## src/rtl/am_audio_pkg.sv

```systemverilog
// ----------------------------------------------------------------------------
// am_audio_pkg
//   Shared constants and helpers for the AM receiver audio back end.
//   - AUDIO_W / AUDIO_MAX / AUDIO_MIN : signed 16-bit audio sample range
//   - sat16()                         : clamp a wide signed value to 16 bits
//   - pwm_mid()                       : midscale duty for a given PWM width
// ----------------------------------------------------------------------------
package am_audio_pkg;

  localparam int AUDIO_W = 16;
  localparam logic signed [AUDIO_W-1:0] AUDIO_MAX = 16'sh7FFF;
  localparam logic signed [AUDIO_W-1:0] AUDIO_MIN = 16'sh8000;

  // Clamp a sign-extended 32-bit value into the signed 16-bit audio range.
  function automatic logic signed [AUDIO_W-1:0] sat16(input logic signed [31:0] v);
    if (v > 32'(AUDIO_MAX))      return AUDIO_MAX;
    else if (v < 32'(AUDIO_MIN)) return AUDIO_MIN;
    else                         return v[AUDIO_W-1:0];
  endfunction

  // Midscale duty (50 %) for a PWM of the given resolution.
  function automatic int pwm_mid(input int pwm_w);
    return 1 << (pwm_w - 1);
  endfunction

endpackage

```

## src/rtl/am_audio_out_pwm_dac.sv

```systemverilog
// ----------------------------------------------------------------------------
// pwm_dac
//   Free-running PWM audio DAC with a one-deep duty buffer. New duties are
//   only taken into use at the period wrap so every period is glitch-free.
//   Ports:
//     CLK, RST     clock, asynchronous active-high reset
//     duty_in      new duty value (offset binary)
//     duty_we      one-cycle write strobe for duty_in
//     pwm_out      registered PWM pin
//     overrun      sticky: a pending duty was overwritten before the wrap
//     overrun_clr  clears overrun (a simultaneous set wins)
// ----------------------------------------------------------------------------
module pwm_dac
  import am_audio_pkg::*;
#(
  parameter int PWM_W = 10
) (
  input  logic             CLK,
  input  logic             RST,
  input  logic [PWM_W-1:0] duty_in,
  input  logic             duty_we,
  output logic             pwm_out,
  output logic             overrun,
  input  logic             overrun_clr
);

  localparam logic [PWM_W-1:0] CNT_MAX  = '1;
  localparam logic [PWM_W-1:0] DUTY_MID = PWM_W'(pwm_mid(PWM_W));

  logic [PWM_W-1:0] cnt_q;
  logic [PWM_W-1:0] pending_q, pending_d;
  logic [PWM_W-1:0] duty_act_q, duty_act_d;
  logic             pend_valid_q, pend_valid_d;
  logic             overrun_q, overrun_d;
  logic             pwm_q;
  logic             wrap;

  assign wrap = (cnt_q == CNT_MAX);

  always_comb begin
    // NOTE: every next-state value gets a hold default first so no latch is inferred.
    pending_d    = pending_q;
    pend_valid_d = pend_valid_q;
    duty_act_d   = duty_act_q;
    overrun_d    = overrun_q;

    if (duty_we) begin
      pending_d    = duty_in;
      pend_valid_d = 1'b1;
    end

    // A write landing on the wrap cycle bypasses the buffer and is used at once.
    if (wrap) begin
      if (duty_we)           duty_act_d = duty_in;
      else if (pend_valid_q) duty_act_d = pending_q;
      pend_valid_d = 1'b0;
    end

    // Clear first so that a coincident set overrides it.
    if (overrun_clr) overrun_d = 1'b0;
    if (duty_we && pend_valid_q && !wrap) overrun_d = 1'b1;
  end

  // NOTE: state registers use non-blocking assignments so all flops update together.
  always_ff @(posedge CLK or posedge RST) begin
    if (RST) begin
      cnt_q        <= '0;
      pending_q    <= '0;
      duty_act_q   <= DUTY_MID;
      pend_valid_q <= 1'b0;
      overrun_q    <= 1'b0;
      pwm_q        <= 1'b0;
    end else begin
      cnt_q        <= cnt_q + 1'b1;          // wraps naturally at 2^PWM_W
      pending_q    <= pending_d;
      duty_act_q   <= duty_act_d;
      pend_valid_q <= pend_valid_d;
      overrun_q    <= overrun_d;
      pwm_q        <= (cnt_q < duty_act_q);
    end
  end

  assign pwm_out = pwm_q;
  assign overrun = overrun_q;

endmodule

```

## src/rtl/am_audio_out.sv

```systemverilog
// ----------------------------------------------------------------------------
// am_audio_out
//   Audio back end of the 1-bit AM receiver: DC-blocking IIR, power-of-two
//   gain with saturation, and a PWM audio DAC.
//   Ports:
//     CLK, RST     clock, asynchronous active-high reset
//     demod_in     unsigned AM magnitude, valid when in_tick=1
//     in_tick      one-cycle input strobe (accepted every cycle)
//     gain         left shift 0..7 applied after DC removal
//     overrun_clr  clears the sticky overrun flag
//     audio_out    signed, DC-free, gained, saturated sample
//     audio_tick   one-cycle strobe, two clocks after in_tick
//     pwm_out      PWM audio pin
//     overrun      sticky duty-buffer overrun flag
// ----------------------------------------------------------------------------
module am_audio_out
  import am_audio_pkg::*;
#(
  parameter int IN_W     = 16,
  parameter int DC_SHIFT = 8,
  parameter int PWM_W    = 10
) (
  input  logic                      CLK,
  input  logic                      RST,
  input  logic [IN_W-1:0]           demod_in,
  input  logic                      in_tick,
  input  logic [2:0]                gain,
  input  logic                      overrun_clr,
  output logic signed [AUDIO_W-1:0] audio_out,
  output logic                      audio_tick,
  output logic                      pwm_out,
  output logic                      overrun
);

  localparam int ACC_W = IN_W + 1 + DC_SHIFT;  // holds DC * 2^DC_SHIFT
  localparam int Y_W   = IN_W + 2;             // x - DC spans +/- 2^IN_W
  localparam int G_W   = IN_W + 8;             // y shifted by up to 7

  // S1: DC tracker. acc converges to the input mean scaled by 2^DC_SHIFT.
  logic signed [IN_W:0]      x;
  logic signed [ACC_W-1:0]   acc_q, acc_d, dc;
  logic signed [Y_W-1:0]     y_d, y_q;
  logic                      s1_valid_q;

  assign x     = {1'b0, demod_in};
  assign dc    = acc_q >>> DC_SHIFT;
  assign y_d   = Y_W'(x) - Y_W'(dc);
  assign acc_d = acc_q + ACC_W'(y_d);

  // S2: gain and saturate.
  logic signed [G_W-1:0]     g;
  logic signed [AUDIO_W-1:0] audio_q;
  logic                      audio_tick_q;

  assign g = G_W'(y_q) <<< gain;

  always_ff @(posedge CLK or posedge RST) begin
    if (RST) begin
      acc_q        <= '0;
      y_q          <= '0;
      s1_valid_q   <= 1'b0;
      audio_q      <= '0;
      audio_tick_q <= 1'b0;
    end else begin
      s1_valid_q   <= in_tick;
      audio_tick_q <= s1_valid_q;
      if (in_tick) begin
        acc_q <= acc_d;
        y_q   <= y_d;
      end
      if (s1_valid_q) audio_q <= sat16(32'(g));
    end
  end

  assign audio_out  = audio_q;
  assign audio_tick = audio_tick_q;

  // S3: offset-binary duty from the top PWM_W bits of the audio sample.
  logic [PWM_W-1:0] duty;
  assign duty = {~audio_q[AUDIO_W-1], audio_q[AUDIO_W-2:AUDIO_W-PWM_W]};

  pwm_dac #(.PWM_W(PWM_W)) u_pwm_dac (
    .CLK         (CLK),
    .RST         (RST),
    .duty_in     (duty),
    .duty_we     (audio_tick_q),
    .pwm_out     (pwm_out),
    .overrun     (overrun),
    .overrun_clr (overrun_clr)
  );

endmodule

```

## config.mk

```make
export PLATFORM = sky130hd
export DESIGN_NAME = am_audio_out
export DESIGN_NICKNAME = d
export VERILOG_FILES = /design/src/rtl/am_audio_pkg.sv /design/src/rtl/am_audio_out_pwm_dac.sv /design/src/rtl/am_audio_out.sv
export SDC_FILE = /design/constraint.sdc
export NUM_CORES = 1
export LEC_CHECK = 0
export ABC_AREA = 1
export CAP_MARGIN = 20
export CORE_MARGIN = 1
export CORE_UTILIZATION = 69
export DETAILED_ROUTE_END_ITERATION = 6
export DONT_BUFFER_PORTS = 1
export PLACE_DENSITY = 0.83
export SETUP_SLACK_MARGIN = 0.5
export SYNTH_ARGS = -nofsm -noshare
export SYNTH_HDL_FRONTEND = slang
export SYNTH_SLANG_ARGS = --single-unit
```

## constraint.sdc

```tcl
create_clock -name CLK -period 6.2 [get_ports CLK]
set_clock_uncertainty 0.1 [all_clocks]
set_input_delay 1.24 -clock CLK [delete_from_list [all_inputs] [get_ports CLK]]
set_output_delay 1.24 -clock CLK [all_outputs]
set_load 0.05 [all_outputs]
```

# --- Word level (Yosys, flattened, before mapping) ---
# Index checks and enable logic that the tools add are counted.
totals:
  latchBits: 0
  elab_cells: 35
  memories: 0
  input_bits: 23
  reg_bits: 94
  output_inout_bits: 19
  romBits: 0
  mem_bits_rw: 0
op_classes:
  bitwise: 1
  magnitude_cmp: 3
  eq_ne: 1
  n_mux: 8
  div: 0
  shifts: 1
  add_sub_neg: 3
  n_reduce_logical: 7
  mul: 0
op_table:
  columns: ["cell", "n"]
  rows:
  - ["16-bit two-way mux", 2]
  - ["25-bit by 18-bit adder with 25-bit output", 1]
  - ["24-bit by 16-bit > comparator with 1-bit output (second input constant)", 1]
  - ["24-bit by 16-bit less-than comparator with 1-bit output (second input constant)", 1]
  - ["18-bit by 3-bit <<< shifter with 24-bit output", 1]
  - ["10-bit two-way mux", 2]
  - ["17-bit by 17-bit subtractor with 18-bit output", 1]
  - ["10-bit by 1-bit adder with 10-bit output (second input constant)", 1]
  - ["10-bit == test (second input constant)", 1]
  - ["10-bit less-than comparator", 1]
  - ["2-bit nonzero test", 3]
  - ["1-bit two-way mux", 4]
  - ["1-bit logical AND", 2]
  - ["2-bit AND reduction", 1]
  - ["1-bit zero test", 1]
  - ["1-bit inverter", 1]

# --- Longest topological paths before layout ---
logic_depth:
  depth_word: 4
  depth_mapped: 25
  depth_no_buf: 25

# --- Modules after synthesis ---
# From an unflattened synthesis, not the netlist that was laid out.
hier_totals:
  hier_cells: 1070
  area_unflattened_um2: 7310.8
by_module_without_submodules:
  columns: ["module", "area_each_um2", "seq_area_each_um2", "cells_each", "n_inst"]
  rows:
  - ["am_audio_out", 5671.7, 1526.5, 884, 1]
  - ["pwm_dac", 1639.1, 827.0, 186, 1]

# --- Least setup slack after synthesis ---
# Ideal clock, no wire load.
synth_path:
  path_type: "input-to-reg"
  startpoint: "input port demod_in[0]"
  endpoint: "register acc_q[21]"
  n_path_buf: 0
  arrival_time_ns: 3.990
  setup_time_ns: 0.118
  path_stages: 21
  required_time_ns: 5.982
  path_slack_ns: 1.992
  cell_sequence: "inv_1 -> ha_1 -> inv_1 -> fa_1 -> nand3_1 -> nand2_1 -> a21oi_1 -> o21ai_0 -> nand2_1 -> nand3_1 -> and2_1 -> ha_1 -> nand2_1 -> nor2_1 -> nand2_1 -> o21ai_0 -> nand2_1 -> nand2_1 -> nand2_1 -> nand3_1 -> nand2_1"
synth_between:
  elab_chain_len: 2
synth_lines:
  columns: ["element", "line", "source"]
  rows:
  - ["start, declared", "am_audio_out.sv:25", "input logic [IN_W-1:0] demod_in,"]
  - ["17-bit by 17-bit subtractor with 18-bit output", "am_audio_out.sv:47", "assign y_d = Y_W'(x) - Y_W'(dc);"]
  - ["via y_d[12]", "am_audio_out.sv:42", "logic signed [Y_W-1:0] y_d, y_q;"]
  - ["25-bit by 18-bit adder with 25-bit output", "am_audio_out.sv:48", "assign acc_d = acc_q + ACC_W'(y_d);"]
  - ["end signal, assigned", "am_audio_out.sv:59", "acc_q <= '0;"]
  - ["end signal, assigned", "am_audio_out.sv:68", "acc_q <= acc_d;"]
  - ["end, declared", "am_audio_out.sv:41", "logic signed [ACC_W-1:0] acc_q, acc_d, dc;"]
# The timed path passes the listed nets, and every way through them passes these cells.
# A chain may end at the register's enable or synchronous reset.

# --- Worst setup path after layout ---
# Ends and elaborated chain as after synthesis.

==> flow_metrics.env <==
export IMPL_status="complete, no violations"
export IMPL_wl_per_cell_um=15.96
export IMPL_pin_count=42
export IMPL_grt_pass1_vias=6335
export IMPL_ant_nets=0
export IMPL_hold_violations=0
export IMPL_h_tree_depth=3
export IMPL_cts_hold_buf=0
export IMPL_cts_tree="yes"
export IMPL_cp_arrival_ns=4.76
export IMPL_worstPathMaxFanout=4
export IMPL_p_sw_w=0.002511
export IMPL_synth_simple_area_share_pct=31.04
export IMPL_critical_path_class="input port to register"
export IMPL_vias=6519
export IMPL_cts_root_buffer="clkbuf_8"
export IMPL_final_cell_mix="nand2_1 (316), inv_1 (103), dfrtp_1 (93)"
export IMPL_drc_errors=0
export IMPL_required_ns=6.38
export IMPL_muxShareOfSynthArea_pct=1.003
export IMPL_synth_edf_count=0
export IMPL_finalNetCount=1048
export IMPL_cts_made_buffers=9
export IMPL_async_flop_share_pct=100.0
export IMPL_ir_worst_vdd_v=0.0005172
export IMPL_clkPwrFrac_pct=9.8
export IMPL_maxCapViolCount=0
export IMPL_finalSetupTns_ns=0
export IMPL_port_buffers=0
export IMPL_start_kind="input port"
export IMPL_setup_viol_count_final=0
export IMPL_crit_path_end_kind="register"
export IMPL_comb_power_share_pct=66.3
export IMPL_hold_depth=1
export IMPL_reg2reg_slack_ns=2.09
export IMPL_cts_sinks=94
export IMPL_grt_max_degree=69
export IMPL_overflow=0
export IMPL_hold_ws_ns=0.3778
export IMPL_max_freq_mhz=218.4
export IMPL_ys_seq_area_share_pct=33.69
export IMPL_clockBufferDepth=2
export IMPL_whs_endpoint="u_pwm_dac.cnt_q[0]"
export IMPL_drive_above_1_share_pct=4.299
export IMPL_synthDistinctLibCells=44
export IMPL_num_rows=36
export IMPL_hold_path_class="register to register"
export IMPL_cts_setup_buffers=0
export IMPL_fp_dieH_um=102.6
export IMPL_slew_viol_final=0
export IMPL_power_switching_share_pct=54.26
export IMPL_regArea_um2=2354
export IMPL_dr_pass1_iters=7
export IMPL_p_leak_nw=3.772
export IMPL_clk_latency_ns=0.37
export IMPL_reg2reg_depth=20
export IMPL_initial_utilization_pct=71.47
export IMPL_r2r_end="acc_q[21]"
export IMPL_post_route_period_util_pct=73.85
export IMPL_tightest_slew_ns=0.9396
export IMPL_mostFrequentLayoutCell="nand2_1"
export IMPL_min_from="u_pwm_dac.cnt_q[0]"
export IMPL_syn_nets=1068
export IMPL_antenna_found_initial=0
export IMPL_cts_resized=0
export IMPL_synth_xor_xnor_area_share_pct=3.636
export IMPL_routed_wl_um=17710
export IMPL_r2r_start="acc_q[8]"
export IMPL_die_area_um2=10530
export IMPL_rsz0062_at_grt="false"
export IMPL_min_period_ns=4.579
export IMPL_routabilityCongestion=0.9826
export IMPL_startpoint="demod_in[0]"
export IMPL_dpl_hpwl_um=13670
export IMPL_seq_power_share_pct=23.9
export IMPL_power_density_nw_per_um2=643.6
export IMPL_clk_pin_slew_worst_paths_ns=0.10
export IMPL_coreArea_um2=9774
export IMPL_synth_top_family_by_area="simple AND/OR/NAND/NOR gates"
export IMPL_syn_cell_area_um2=6985
export IMPL_grt_usage_pct=35.74
export IMPL_synth_avg_cell_area_um2=7.042
export IMPL_max_slew_margin_rel_pct=37.36
export IMPL_area_delta_synth_final_pct=2.920
export IMPL_multi_input_area_um2=4005
export IMPL_yosysWarnings=0
export IMPL_yosys_area_share_adder_pct=9.708
export IMPL_via_per_inst=5.873
export IMPL_synth_seq_cells=94
export IMPL_antenna_cells=0
export IMPL_synth_compound_area_share_pct=11.95
export IMPL_netlist_instances=992
export IMPL_synth_flop_cell="dfrtp_1"
export IMPL_drtIter0Drc=432
export IMPL_grt_pass1_wl_um=28990
export IMPL_die_x_um=102.6
export IMPL_fillCellCount=749
export IMPL_intPower_w=0.002116
[routing by layer]
metal  GRT usage (%)  vias to the layer above  share of wire [%]
met1           40.31                     3007                 40
met2           64.21                      266                 50
li1                -                     3172                  -
met3           6.780                       74                5.7
met5               0                        -                  0
met4           18.24                        0                4.1
[state kept, by name, summed over array words and instances, names as in the netlist]
register / count
u_pwm_dac.cnt_q: 10
u_pwm_dac.pwm_out: 1
u_pwm_dac.overrun: 1
audio_out: 16
audio_tick: 1
u_pwm_dac.pending_q: 10
acc_q: 25
u_pwm_dac.pend_valid_q: 1
u_pwm_dac.duty_act_q: 10
s1_valid_q: 1
y_q: 18
[Yosys cell counts (2+ instances only)]
master	number	share of area [%]
nand2_1	316	17
inv_1	104	5.6
dfrtp_1	93	33
nand3_1	75	5.4
o21ai_0	75	5.4
nor2_1	68	3.7
a21oi_1	57	4.1
ha_1	51	9.1
xor2_1	19	2.4
clkbuf_1	16	0.86
nor3_1	12	0.86
buf_4	10	1.1
xnor2_1	10	1.3
nand4_1	9	0.81
mux2i_1	7	1.0
and2_1	6	0.54
nand3b_1	6	0.64
a21boi_0	5	0.54
a21o_1	5	0.54
nand3_2	5	0.72
buf_6	4	0.64
nand2_2	4	0.36
or2_2	4	0.36
buf_2	3	0.21
clkinv_1	3	0.16
nand2_4	3	0.48
o21bai_1	3	0.32
a31oi_1	2	0.18
fa_1	2	0.57
[worst max path at each step]
stage                     end  cells past startpoint
floorplan           acc_q[21]                     21
global placement    acc_q[19]                     21
detailed placement  acc_q[19]                     21
CTS                 acc_q[19]                     21
global route        acc_q[19]                     21
finish              acc_q[21]                     21
[per-stage QoR]
step	cells	cell area, um2	total power [W]	worst slack [ns]	utilization (%)
finish	1110	7189	0.004627	1.621	73.55
global placement	1093	6954	0.004002	1.468	71.15
floorplan	992	6985	0.003446	1.992	-
detailed placement	1094	6974	0.004108	1.372	71.35
global route	1110	7189	0.005098	1.363	73.55
CTS	1110	7189	0.004575	1.755	73.55
[cells by family (layout without fill, tap and decap cells)]
group / count (synthesis) / count (layout)
flip-flops: 94 / 94
buffers and inverters: 143 / 128
AND/OR/NAND/NOR: 511 / 511
XOR/XNOR: 29 / 29
multiplexers: 7 / 7
adder cells (fa/ha/maj): 53 / 53
AO/OA/AOI/OAI: 155 / 155
[power by group through the flow]
| stage | sequential [W] | combinational [W] | clock, W |
|---|---|---|---|
| floorplan | 0.000994 | 0.00245 | 0 |
| global placement | 0.00110 | 0.00290 | 0 |
| detailed placement | 0.00112 | 0.00299 | 0 |
| CTS | 0.00110 | 0.00302 | 0.000457 |
| global route | 0.00113 | 0.00349 | 0.000478 |
| finish | 0.00111 | 0.00307 | 0.000454 |
[critical path, stage by stage]
cell and delay (ns):
inv_1 0.04, ha_1 0.22, inv_1 0.10, fa_1 0.41, nand3_1 0.09, nand2_1 0.09
a21oi_1 0.26, o21ai_0 0.26, nand2_1 0.15, nand3_1 0.09, and2_1 0.18, ha_1 0.35
nand2_1 0.13, nor2_1 0.16, nand2_1 0.06, o21ai_0 0.50, nand2_1 0.17, nand2_1 0.09
nand2_1 0.05, nand3_1 0.06, nand2_1 0.05
[cell type report]
| type | instances | share of cell area, % |
|---|---|---|
| clock buffer | 10 | 1.914 |
| tap | 133 | 2.315 |
| timing repair buffer | 3 | 0.4873 |
| clock inverter | 6 | 1.079 |
| inverter | 109 | 5.761 |
| multi-input combinational | 755 | 55.71 |
| sequential | 94 | 32.74 |
Note: power is estimated with default switching activity, not from simulation.
